**src/rtl/bp_local_pred_if.sv**
```systemverilog
// Lookup (F stage), update (M stage) and status signals of the local-history branch predictor.
// The master modport is the pipeline side; the slave modport is the predictor.
interface bp_local_pred_if #(
    parameter int unsigned BHT_IDX_W = 3,
    parameter int unsigned TAG_W     = 3
);
    logic [BHT_IDX_W-1:0] f_bht_idx;
    logic [TAG_W-1:0]     f_tag;
    logic                 pred_taken;
    logic                 pred_strong;
    logic                 ready;
    logic                 m_upd_valid;
    logic [BHT_IDX_W-1:0] m_bht_idx;
    logic [TAG_W-1:0]     m_tag;
    logic                 m_taken;
    logic                 m_mispredict;
    logic [31:0]          stat_upd;
    logic [31:0]          stat_miss;

    modport master (
        output f_bht_idx, f_tag, m_upd_valid, m_bht_idx, m_tag, m_taken, m_mispredict,
        input  pred_taken, pred_strong, ready, stat_upd, stat_miss
    );

    modport slave (
        input  f_bht_idx, f_tag, m_upd_valid, m_bht_idx, m_tag, m_taken, m_mispredict,
        output pred_taken, pred_strong, ready, stat_upd, stat_miss
    );
endinterface

```
**src/rtl/bp_local_pred.sv**
```systemverilog
// Local-history branch predictor: per-PC history (BHT) plus PC tag indexes a PHT of saturating
// counters. Combinational lookup, single-port update, init sweep after reset, update statistics.
module bp_local_pred #(
    parameter int unsigned BHT_IDX_W = 3,
    parameter int unsigned HIST_W    = 4,
    parameter int unsigned TAG_W     = 3,
    parameter int unsigned CNT_W     = 2,
    parameter int unsigned INIT_CNT  = 1
) (
    input logic            clk,
    input logic            rst,
    bp_local_pred_if.slave bus
);
    localparam int unsigned PHT_IDX_W = TAG_W + HIST_W;
    localparam int unsigned PHT_DEPTH = 2 ** PHT_IDX_W;
    localparam int unsigned BHT_DEPTH = 2 ** BHT_IDX_W;
    localparam int unsigned SWEEP_W   = (PHT_IDX_W > BHT_IDX_W) ? PHT_IDX_W : BHT_IDX_W;
    localparam logic [CNT_W-1:0] CMAX     = '1;
    localparam logic [CNT_W-1:0] INIT_VAL = CNT_W'(INIT_CNT);

    typedef enum logic {StInit, StReady} state_e;

    state_e             state_q, state_d;
    logic [SWEEP_W-1:0] ptr_q, ptr_d;
    logic [31:0]        stat_upd_q, stat_upd_d;
    logic [31:0]        stat_miss_q, stat_miss_d;

    logic [HIST_W-1:0] bht_q [BHT_DEPTH];
    logic [CNT_W-1:0]  pht_q [PHT_DEPTH];

    logic                 sweep_pht_en, sweep_bht_en, upd_en;
    logic [HIST_W-1:0]    f_hist, m_hist, m_hist_next;
    logic [PHT_IDX_W-1:0] f_pidx, m_pidx;
    logic [CNT_W-1:0]     f_cnt, m_cnt, m_cnt_next;

    // Sweep pointer spans the larger table; the smaller one is only written while in range.
    assign sweep_pht_en = {1'b0, ptr_q} < (SWEEP_W + 1)'(PHT_DEPTH);
    assign sweep_bht_en = {1'b0, ptr_q} < (SWEEP_W + 1)'(BHT_DEPTH);
    assign upd_en       = (state_q == StReady) && bus.m_upd_valid;

    always_comb begin
        state_d     = state_q;
        ptr_d       = ptr_q;
        stat_upd_d  = stat_upd_q + 32'(upd_en);
        stat_miss_d = stat_miss_q + 32'(upd_en && bus.m_mispredict);
        unique case (state_q)
            StInit: begin
                ptr_d = ptr_q + 1'b1;
                if (ptr_q == '1) begin
                    state_d = StReady;
                end
            end
            StReady: ;
        endcase
    end

    always_ff @(posedge clk) begin
        if (!rst) begin
            state_q     <= StInit;
            ptr_q       <= '0;
            stat_upd_q  <= '0;
            stat_miss_q <= '0;
        end else begin
            state_q     <= state_d;
            ptr_q       <= ptr_d;
            stat_upd_q  <= stat_upd_d;
            stat_miss_q <= stat_miss_d;
        end
    end

    // Lookup path reads the tables as they stand; updates land at the edge, so no bypass.
    always_comb begin
        f_hist = bht_q[bus.f_bht_idx];
        f_pidx = {bus.f_tag, f_hist};
        f_cnt  = pht_q[f_pidx];
    end

    assign bus.ready       = (state_q == StReady);
    assign bus.pred_taken  = bus.ready && f_cnt[CNT_W-1];
    assign bus.pred_strong = bus.ready && ((f_cnt == '0) || (f_cnt == CMAX));
    assign bus.stat_upd    = stat_upd_q;
    assign bus.stat_miss   = stat_miss_q;

    always_comb begin
        m_hist      = bht_q[bus.m_bht_idx];
        m_pidx      = {bus.m_tag, m_hist};
        m_cnt       = pht_q[m_pidx];
        m_cnt_next  = m_cnt;
        if (bus.m_taken) begin
            if (m_cnt != CMAX) m_cnt_next = m_cnt + 1'b1;
        end else begin
            if (m_cnt != '0) m_cnt_next = m_cnt - 1'b1;
        end
        // Shift form also covers single-bit history, where the result is just m_taken.
        m_hist_next = (m_hist << 1) | HIST_W'(bus.m_taken);
    end

    always_ff @(posedge clk) begin
        if (rst) begin
            if (state_q == StInit) begin
                if (sweep_pht_en) pht_q[ptr_q[PHT_IDX_W-1:0]] <= INIT_VAL;
                if (sweep_bht_en) bht_q[ptr_q[BHT_IDX_W-1:0]] <= '0;
            end else if (upd_en) begin
                pht_q[m_pidx]        <= m_cnt_next;
                bht_q[bus.m_bht_idx] <= m_hist_next;
            end
        end
    end
endmodule
```
**src/flat_wrapper.sv**
```systemverilog
// flat-port wrapper written by rule: the top's interface ports become plain ports
module bp_local_pred_flat 
#(
    parameter int unsigned BHT_IDX_W = 3,
    parameter int unsigned HIST_W    = 4,
    parameter int unsigned TAG_W     = 3,
    parameter int unsigned CNT_W     = 2,
    parameter int unsigned INIT_CNT  = 1
)
  (clk, rst, bus_f_bht_idx, bus_f_tag, bus_m_upd_valid, bus_m_bht_idx, bus_m_tag, bus_m_taken, bus_m_mispredict, bus_pred_taken, bus_pred_strong, bus_ready, bus_stat_upd, bus_stat_miss);
  bp_local_pred_if #(.BHT_IDX_W(BHT_IDX_W), .TAG_W(TAG_W)) bus_i ();
  input logic clk;
  input logic rst;
  input wire logic [$bits(bus_i.f_bht_idx)-1:0] bus_f_bht_idx;
  input wire logic [$bits(bus_i.f_tag)-1:0] bus_f_tag;
  input wire logic [$bits(bus_i.m_upd_valid)-1:0] bus_m_upd_valid;
  input wire logic [$bits(bus_i.m_bht_idx)-1:0] bus_m_bht_idx;
  input wire logic [$bits(bus_i.m_tag)-1:0] bus_m_tag;
  input wire logic [$bits(bus_i.m_taken)-1:0] bus_m_taken;
  input wire logic [$bits(bus_i.m_mispredict)-1:0] bus_m_mispredict;
  output wire logic [$bits(bus_i.pred_taken)-1:0] bus_pred_taken;
  output wire logic [$bits(bus_i.pred_strong)-1:0] bus_pred_strong;
  output wire logic [$bits(bus_i.ready)-1:0] bus_ready;
  output wire logic [$bits(bus_i.stat_upd)-1:0] bus_stat_upd;
  output wire logic [$bits(bus_i.stat_miss)-1:0] bus_stat_miss;
  assign bus_i.f_bht_idx = bus_f_bht_idx;
  assign bus_i.f_tag = bus_f_tag;
  assign bus_i.m_upd_valid = bus_m_upd_valid;
  assign bus_i.m_bht_idx = bus_m_bht_idx;
  assign bus_i.m_tag = bus_m_tag;
  assign bus_i.m_taken = bus_m_taken;
  assign bus_i.m_mispredict = bus_m_mispredict;
  assign bus_pred_taken = bus_i.pred_taken;
  assign bus_pred_strong = bus_i.pred_strong;
  assign bus_ready = bus_i.ready;
  assign bus_stat_upd = bus_i.stat_upd;
  assign bus_stat_miss = bus_i.stat_miss;
  bp_local_pred #(.BHT_IDX_W(BHT_IDX_W), .HIST_W(HIST_W), .TAG_W(TAG_W), .CNT_W(CNT_W), .INIT_CNT(INIT_CNT)) u_core (.clk(clk), .rst(rst), .bus(bus_i));
endmodule
```
**config.mk**
```make
export PLATFORM = sky130hd
export DESIGN_NAME = bp_local_pred_flat
export DESIGN_NICKNAME = d
export VERILOG_FILES = /design/src/rtl/bp_local_pred_if.sv /design/src/rtl/bp_local_pred.sv /design/src/flat_wrapper.sv
export SDC_FILE = /design/constraint.sdc
export NUM_CORES = 1
export LEC_CHECK = 0
export ABC_AREA = 1
export ABC_CLOCK_PERIOD_IN_PS = 14150
export BUFFER_PORTS_ARGS = -buffer_cell sky130_fd_sc_hd__buf_2
export CAP_MARGIN = 40
export CORE_ASPECT_RATIO = 1.25
export CORE_MARGIN = 2
export CORE_UTILIZATION = 65
export DETAILED_ROUTE_END_ITERATION = 10
export PLACE_DENSITY_LB_ADDON = 0.15
export SETUP_SLACK_MARGIN = 0.2
export SKIP_CTS_REPAIR_TIMING = 1
export SYNTH_ARGS = -nofsm -noshare
export SYNTH_HDL_FRONTEND = slang
export SYNTH_SLANG_ARGS = --single-unit
```
**constraint.sdc**
```tcl
create_clock -name clk -period 14.15 [get_ports clk]
set_clock_uncertainty 0.05 [all_clocks]
set_input_delay 2.83 -clock clk [delete_from_list [all_inputs] [get_ports clk]]
set_output_delay 2.83 -clock clk [all_outputs]
set_load 0.03 [all_outputs]
```
* Word-level counts from Yosys, hierarchy flattened
Memories as Yosys holds them, arrays and structs flattened. Index checks and enable logic that the tools add are counted.
Word-level totals: memories 2, register bits after elaboration 72, RAM bits 288, input bits 17, word-level logic and storage cells 47
Memories:
- u_core.pht_q | words 128, bits a word 2, rd ports 2, clocked after memory_dff 0, wr ports 1, RTL line bp_local_pred.sv:29 | logic [CNT_W-1:0] pht_q [PHT_DEPTH];
- u_core.bht_q | words 8, bits a word 4, rd ports 2, clocked after memory_dff 0, wr ports 1, RTL line bp_local_pred.sv:28 | logic [HIST_W-1:0] bht_q [BHT_DEPTH];
Cells by class: add/subtract/negate cells 5, muxes and demuxes 22, bitwise gates (word level) 1, reduce and logical (&&, ||, !) cells 9, equality and inequality tests 3, order comparisons 1
Operators by type and width (number):
- $add 32x1->32 | 2
- $mux 1 | 15
- $mux 2 | 4
- $add 7x1->7 const B | 1
- $eq 7x7->1 const B | 1
- $lt 7x4->1 const B | 1
- $mux 7 | 1
- $logic_and 1x1->1 | 4
- $mux 4 | 1
- $or 4x1->4 | 1
- $reduce_or 4->1 | 1
- $mux 3 | 1
- $add 2x1->2 const B | 1
- $eq 2x2->1 const B | 1
- $logic_not 2->1 | 1
- $ne 2x2->1 const B | 1
- $reduce_bool 2->1 | 1
- $reduce_or 2->1 | 1
- $sub 2x1->2 const B | 1
- $logic_or 1x1->1 | 1

* Depth between registers and ports, before layout
depth after elaboration 7, mapped depth 21, depth with buffers taken out 19

* Least setup slack after synthesis
Ideal clock, no wire load.
path type input to register, from input bus_m_bht_idx[2], to memory u_core.pht_q[0][1] (data pin), arrival 7.405 ns, cell stages on the path 17, library setup time 0.804 ns, path buffers 3, required time 13.296 ns, slack 5.891 ns, cell sequence clkbuf_1 inv_2 nand3_2 nand2_4 buf_6 buf_4 o211ai_1 nand3_1 nand3_1 nand3_1 nand3_1 nand2_1 nand2_1 nand2_1 nand2_1 inv_2 nor2_1
Between the ends: word-level cells in the longest chain between the ends 6
RTL lines:
- start, declared | RTL line flat_wrapper.sv:17 | input wire logic [$bits(bus_i.m_bht_idx)-1:0] bus_m_bht_idx;
- $mem_v2 8x4 (*)
- $mem_v2 128x2 (*)
- $sub 2x1->2 (tied with other cells) | RTL line bp_local_pred.sv:92 | if (m_cnt != '0) m_cnt_next = m_cnt - 1'b1;
- $mux 2, on equally long branches | RTL line bp_local_pred.sv:92, bp_local_pred.sv:90
- $mux 2 (*) | RTL line bp_local_pred.sv:89 | if (bus.m_taken) begin
- $mux 2 (no line) (*)
- end, declared | RTL line bp_local_pred.sv:29
Mark *: on every way between the ends. The rest lies on a longest branch, timed or not.

* Worst setup path after layout
from input bus_f_bht_idx[0], to output bus_pred_strong
Between the ends: word-level cells in the longest chain between the ends 5
RTL lines:
- start, declared | RTL line flat_wrapper.sv:14 | input wire logic [$bits(bus_i.f_bht_idx)-1:0] bus_f_bht_idx;
- $mem_v2 8x4 (*)
- $mem_v2 128x2 (*)
- $eq 2x2->1 or $logic_not 2->1 (tied branches) | RTL line bp_local_pred.sv:80 | assign bus.pred_strong = bus.ready && ((f_cnt == '0) || (f_cnt == CMAX));
- $logic_or 1x1->1 (*) | RTL line bp_local_pred.sv:80
- $logic_and 1x1->1 (*) | RTL line bp_local_pred.sv:80
- end, declared | RTL line flat_wrapper.sv:22 | output wire logic [$bits(bus_i.pred_strong)-1:0] bus_pred_strong;
Marks and branches as above.

==> impl_metrics.json <==
{
  "cts_tree": "yes",
  "die_height_um": 197,
  "place.gp.congestion": 0.986,
  "syn_inst": 2342,
  "synth_area_sq_um": 19400,
  "clkLatencyLatePin_ns": 0.55,
  "cp-start-kind": "primary input",
  "rsz0062_at_grt": "false",
  "gr-usage-met1_pct": 45.6,
  "cp.arrival_ns": 7.13,
  "drt_first_pass_iters": 7,
  "path_class": "in2out",
  "worstPathMaxFanout": 53,
  "port_buffers": 83,
  "grt_pass1_vias": 17100,
  "syn_to_final_growth_pct": 8.73,
  "fin_hold_ws_ns": 0.454,
  "reg2reg_from": "u_core.bht_q[2][0]",
  "rrSetupSlack_ns": 8.50,
  "peakVddDrop_v": 0.0000911,
  "fin_crit_ns": 10.01,
  "cap_violations": 0,
  "tns_ns": 0,
  "max_freq_ghz": 0.0999,
  "cp.required_ns": 11.27,
  "grt_busiest_layer": "met2",
  "synth-seq-cells": 360,
  "status": "finished, final reports clean",
  "p_int_uw": 1800,
  "antenna_cells": 0,
  "r2r-end": "u_core.pht_q[26][0]",
  "synth_edf_count": 288,
  "ys_seq_area_share_pct": 52.1,
  "ys_warn_count": 0,
  "cts_buffers": 35,
  "synth_top_area_share_pct": 44.7,
  "fin_area_sq_um": 21000,
  "final_hold_viol_count": 0,
  "design_power_total_uw": 2440,
  "hp-class": "reg2reg",
  "multi_input_area_sq_um": 7860,
  "drtAntennaViolNets": 0,
  "power.switching_uw": 640,
  "antenna_found_initial": 0,
  "hpwlAfterDp_um": 35600,
  "placed_cells": 2714,
  "final_nets": 2377,
  "fillers": 2333,
  "cp-end-kind": "output port",
  "final_common_cell": "nand3_1",
  "clock-sinks": 360,
  "drive_above_1_share_pct": 9.19,
  "avgSynthCellArea_sq_um": 8.27,
  "boundaryPins": 84,
  "synth_async_sr_flop_share_pct": 0,
  "slew-limit-headroom_pct": 37.4,
  "avgViaCountPerCell": 6.45,
  "synth_area_leaders": "edfxtp_1 (45%), nand3_1 (16%), nand2_1 (11%)",
  "floorplan.rows": 70,
  "drtIter0Drc": 2529,
  "fin_crit_sh_pct": 70.7,
  "power_frac_comb_pct": 12.5,
  "clockRootBuffer": "clkbuf_16",
  "wire_per_inst_um": 20.9,
  "h-tree-depth": 2,
  "worstHoldEndpoint": "u_core.bus.stat_miss[4]",
  "layout_common_cells": "nand3_1 (605), nand2_1 (563), edfxtp_1 (288), nor2_1 (211), inv_1 (165)",
  "num_vias": 17900,
  "seqPwrFrac_pct": 46.4,
  "initial_core_util_pct": 66.2,
  "seqCellArea_sq_um": 10100,
  "p_leak_uw": 0.00801,
  "use_met2_pct": 60.3,
  "grt_pass1_wl_um": 89500,
  "hold_depth": 2,
  "pwr_density_cell_nw_per_um2": 116,
  "grt_overflow_total": 0,
  "synth-main-ff-cell": "edfxtp_1",
  "routed_wl_um": 57900,
  "p_sw_share_pct": 26.2,
  "design.die.area_sq_um": 31200,
  "drc_errors": 0,
  "hp-start": "u_core.bus.stat_miss[4]",
  "syn_nets": 2364,
  "tightest_slew_ns": 0.939,
  "grt_start_max_net_pins": 70,
  "p_clk_share_pct": 41.1,
  "synth_cell_type_count": 44,
  "placed_area_sq_um": 19800,
  "maxSlewViolCount": 0,
  "grt_use_met3_pct": 7.61,
  "final_cells": 2778,
  "reg2regPathDepth": 19,
  "setup_violations": 0,
  "clk_transition_reported_paths_ns": 0.06,
  "ctsLongestPathBuffers": 3,
  "coreArea_sq_um": 29300,
  "grtUsageTotal_pct": 37.3,
  "yosysTopAreaCell": "edfxtp_1",
  "die_w_um": 158
}
worst max-delay path by stage:
stage / endpoint / from / cells after the start
4_1_cts: bus_pred_strong / bus_f_bht_idx[0] / 22
2_1_floorplan: u_core.pht_q[0][1] / bus_m_bht_idx[2] / 17
3_5_place_dp: bus_pred_strong / bus_f_bht_idx[0] / 22
6_report: bus_pred_strong / bus_f_bht_idx[0] / 22
5_1_grt: bus_pred_strong / bus_f_bht_idx[0] / 22
3_3_place_gp: bus_pred_strong / bus_f_bht_idx[0] / 22
worst max-delay path, stage by stage:
cell     delay [ns]
buf_2          0.34
inv_2          0.17
nand2_1        0.11
nand3_1        0.08
nand3_2        0.08
buf_4          0.54
nand2_4        0.46
inv_2          0.34
buf_4          0.58
nand2_1        0.12
nand3_1        0.10
nand3_1        0.08
nand3_1        0.13
nand3_1        0.10
nand3_1        0.13
nand2_1        0.07
nand2_1        0.09
nand2_1        0.08
nand2_1        0.07
nand2_1        0.04
nor2_1         0.28
buf_2          0.27
per-layer routing:
metal	routed length, um	up-vias
li1	-	8035
met2	27200	1274
met5	0	-
met3	6730	333
met1	20100	8264
met4	3910	0
cell families after synthesis:
kind of cell	share of synthesized area, %
and+or+nand+nor	35.2
DFF	52.1
buffers and inverters	7.50
AOI/OAI and AO/OA	4.55
xor gates and xnor gates	0.317
adders and majority gates	0.323
cell type report:
type	instances	share of cell area (%)
clock inverter	23	1.37
clock buffer	41	4.47
multi-input combinational	1665	37.3
sequential	360	47.9
inverter	181	3.23
timing repair buffer	112	3.29
tap	396	2.35
sequential cells by signal, indices dropped and copies added (netlist names):
signal,cells
u_core.ptr_q,7
u_core.bus.ready,1
u_core.bus.stat_miss,32
u_core.bht_q,32
u_core.bus.stat_upd,32
u_core.pht_q,256
synthesized netlist by cell type (all sizes together) (4+ instances only):
| cell | number |
|---|---|
| nor3b | 7 |
| nor3 | 37 |
| nor2 | 218 |
| nand3 | 611 |
| nand3b | 31 |
| o21ai | 64 |
| edfxtp | 288 |
| o21a | 10 |
| clkbuf | 28 |
| a21oi | 44 |
| dfxtp | 72 |
| nand4 | 13 |
| ha | 5 |
| inv | 179 |
| nand2 | 571 |
| nor4 | 16 |
| buf | 108 |
| o211ai | 20 |
| xor2 | 4 |
per-stage QoR:
stage / utilization [%] / worst slack, ns
floorplan: - / 5.89
global placement: 67.4 / 4.42
detailed placement: 67.8 / 4.31
CTS: 72.0 / 4.29
global route: 72.0 / 3.92
finish: 72.0 / 4.14
power by group through the flow:
| stage | logic (uW) | registers, uW | clock network [uW] |
|---|---|---|---|
| 5_1_grt | 324 | 1130 | 1050 |
| 4_1_cts | 292 | 1130 | 1010 |
| 3_3_place_gp | 282 | 1160 | 0 |
| 6_report | 305 | 1130 | 1000 |
| 2_1_floorplan | 216 | 1150 | 0 |
| 3_5_place_dp | 290 | 1160 | 0 |
Power figures use the tool's default switching activity.
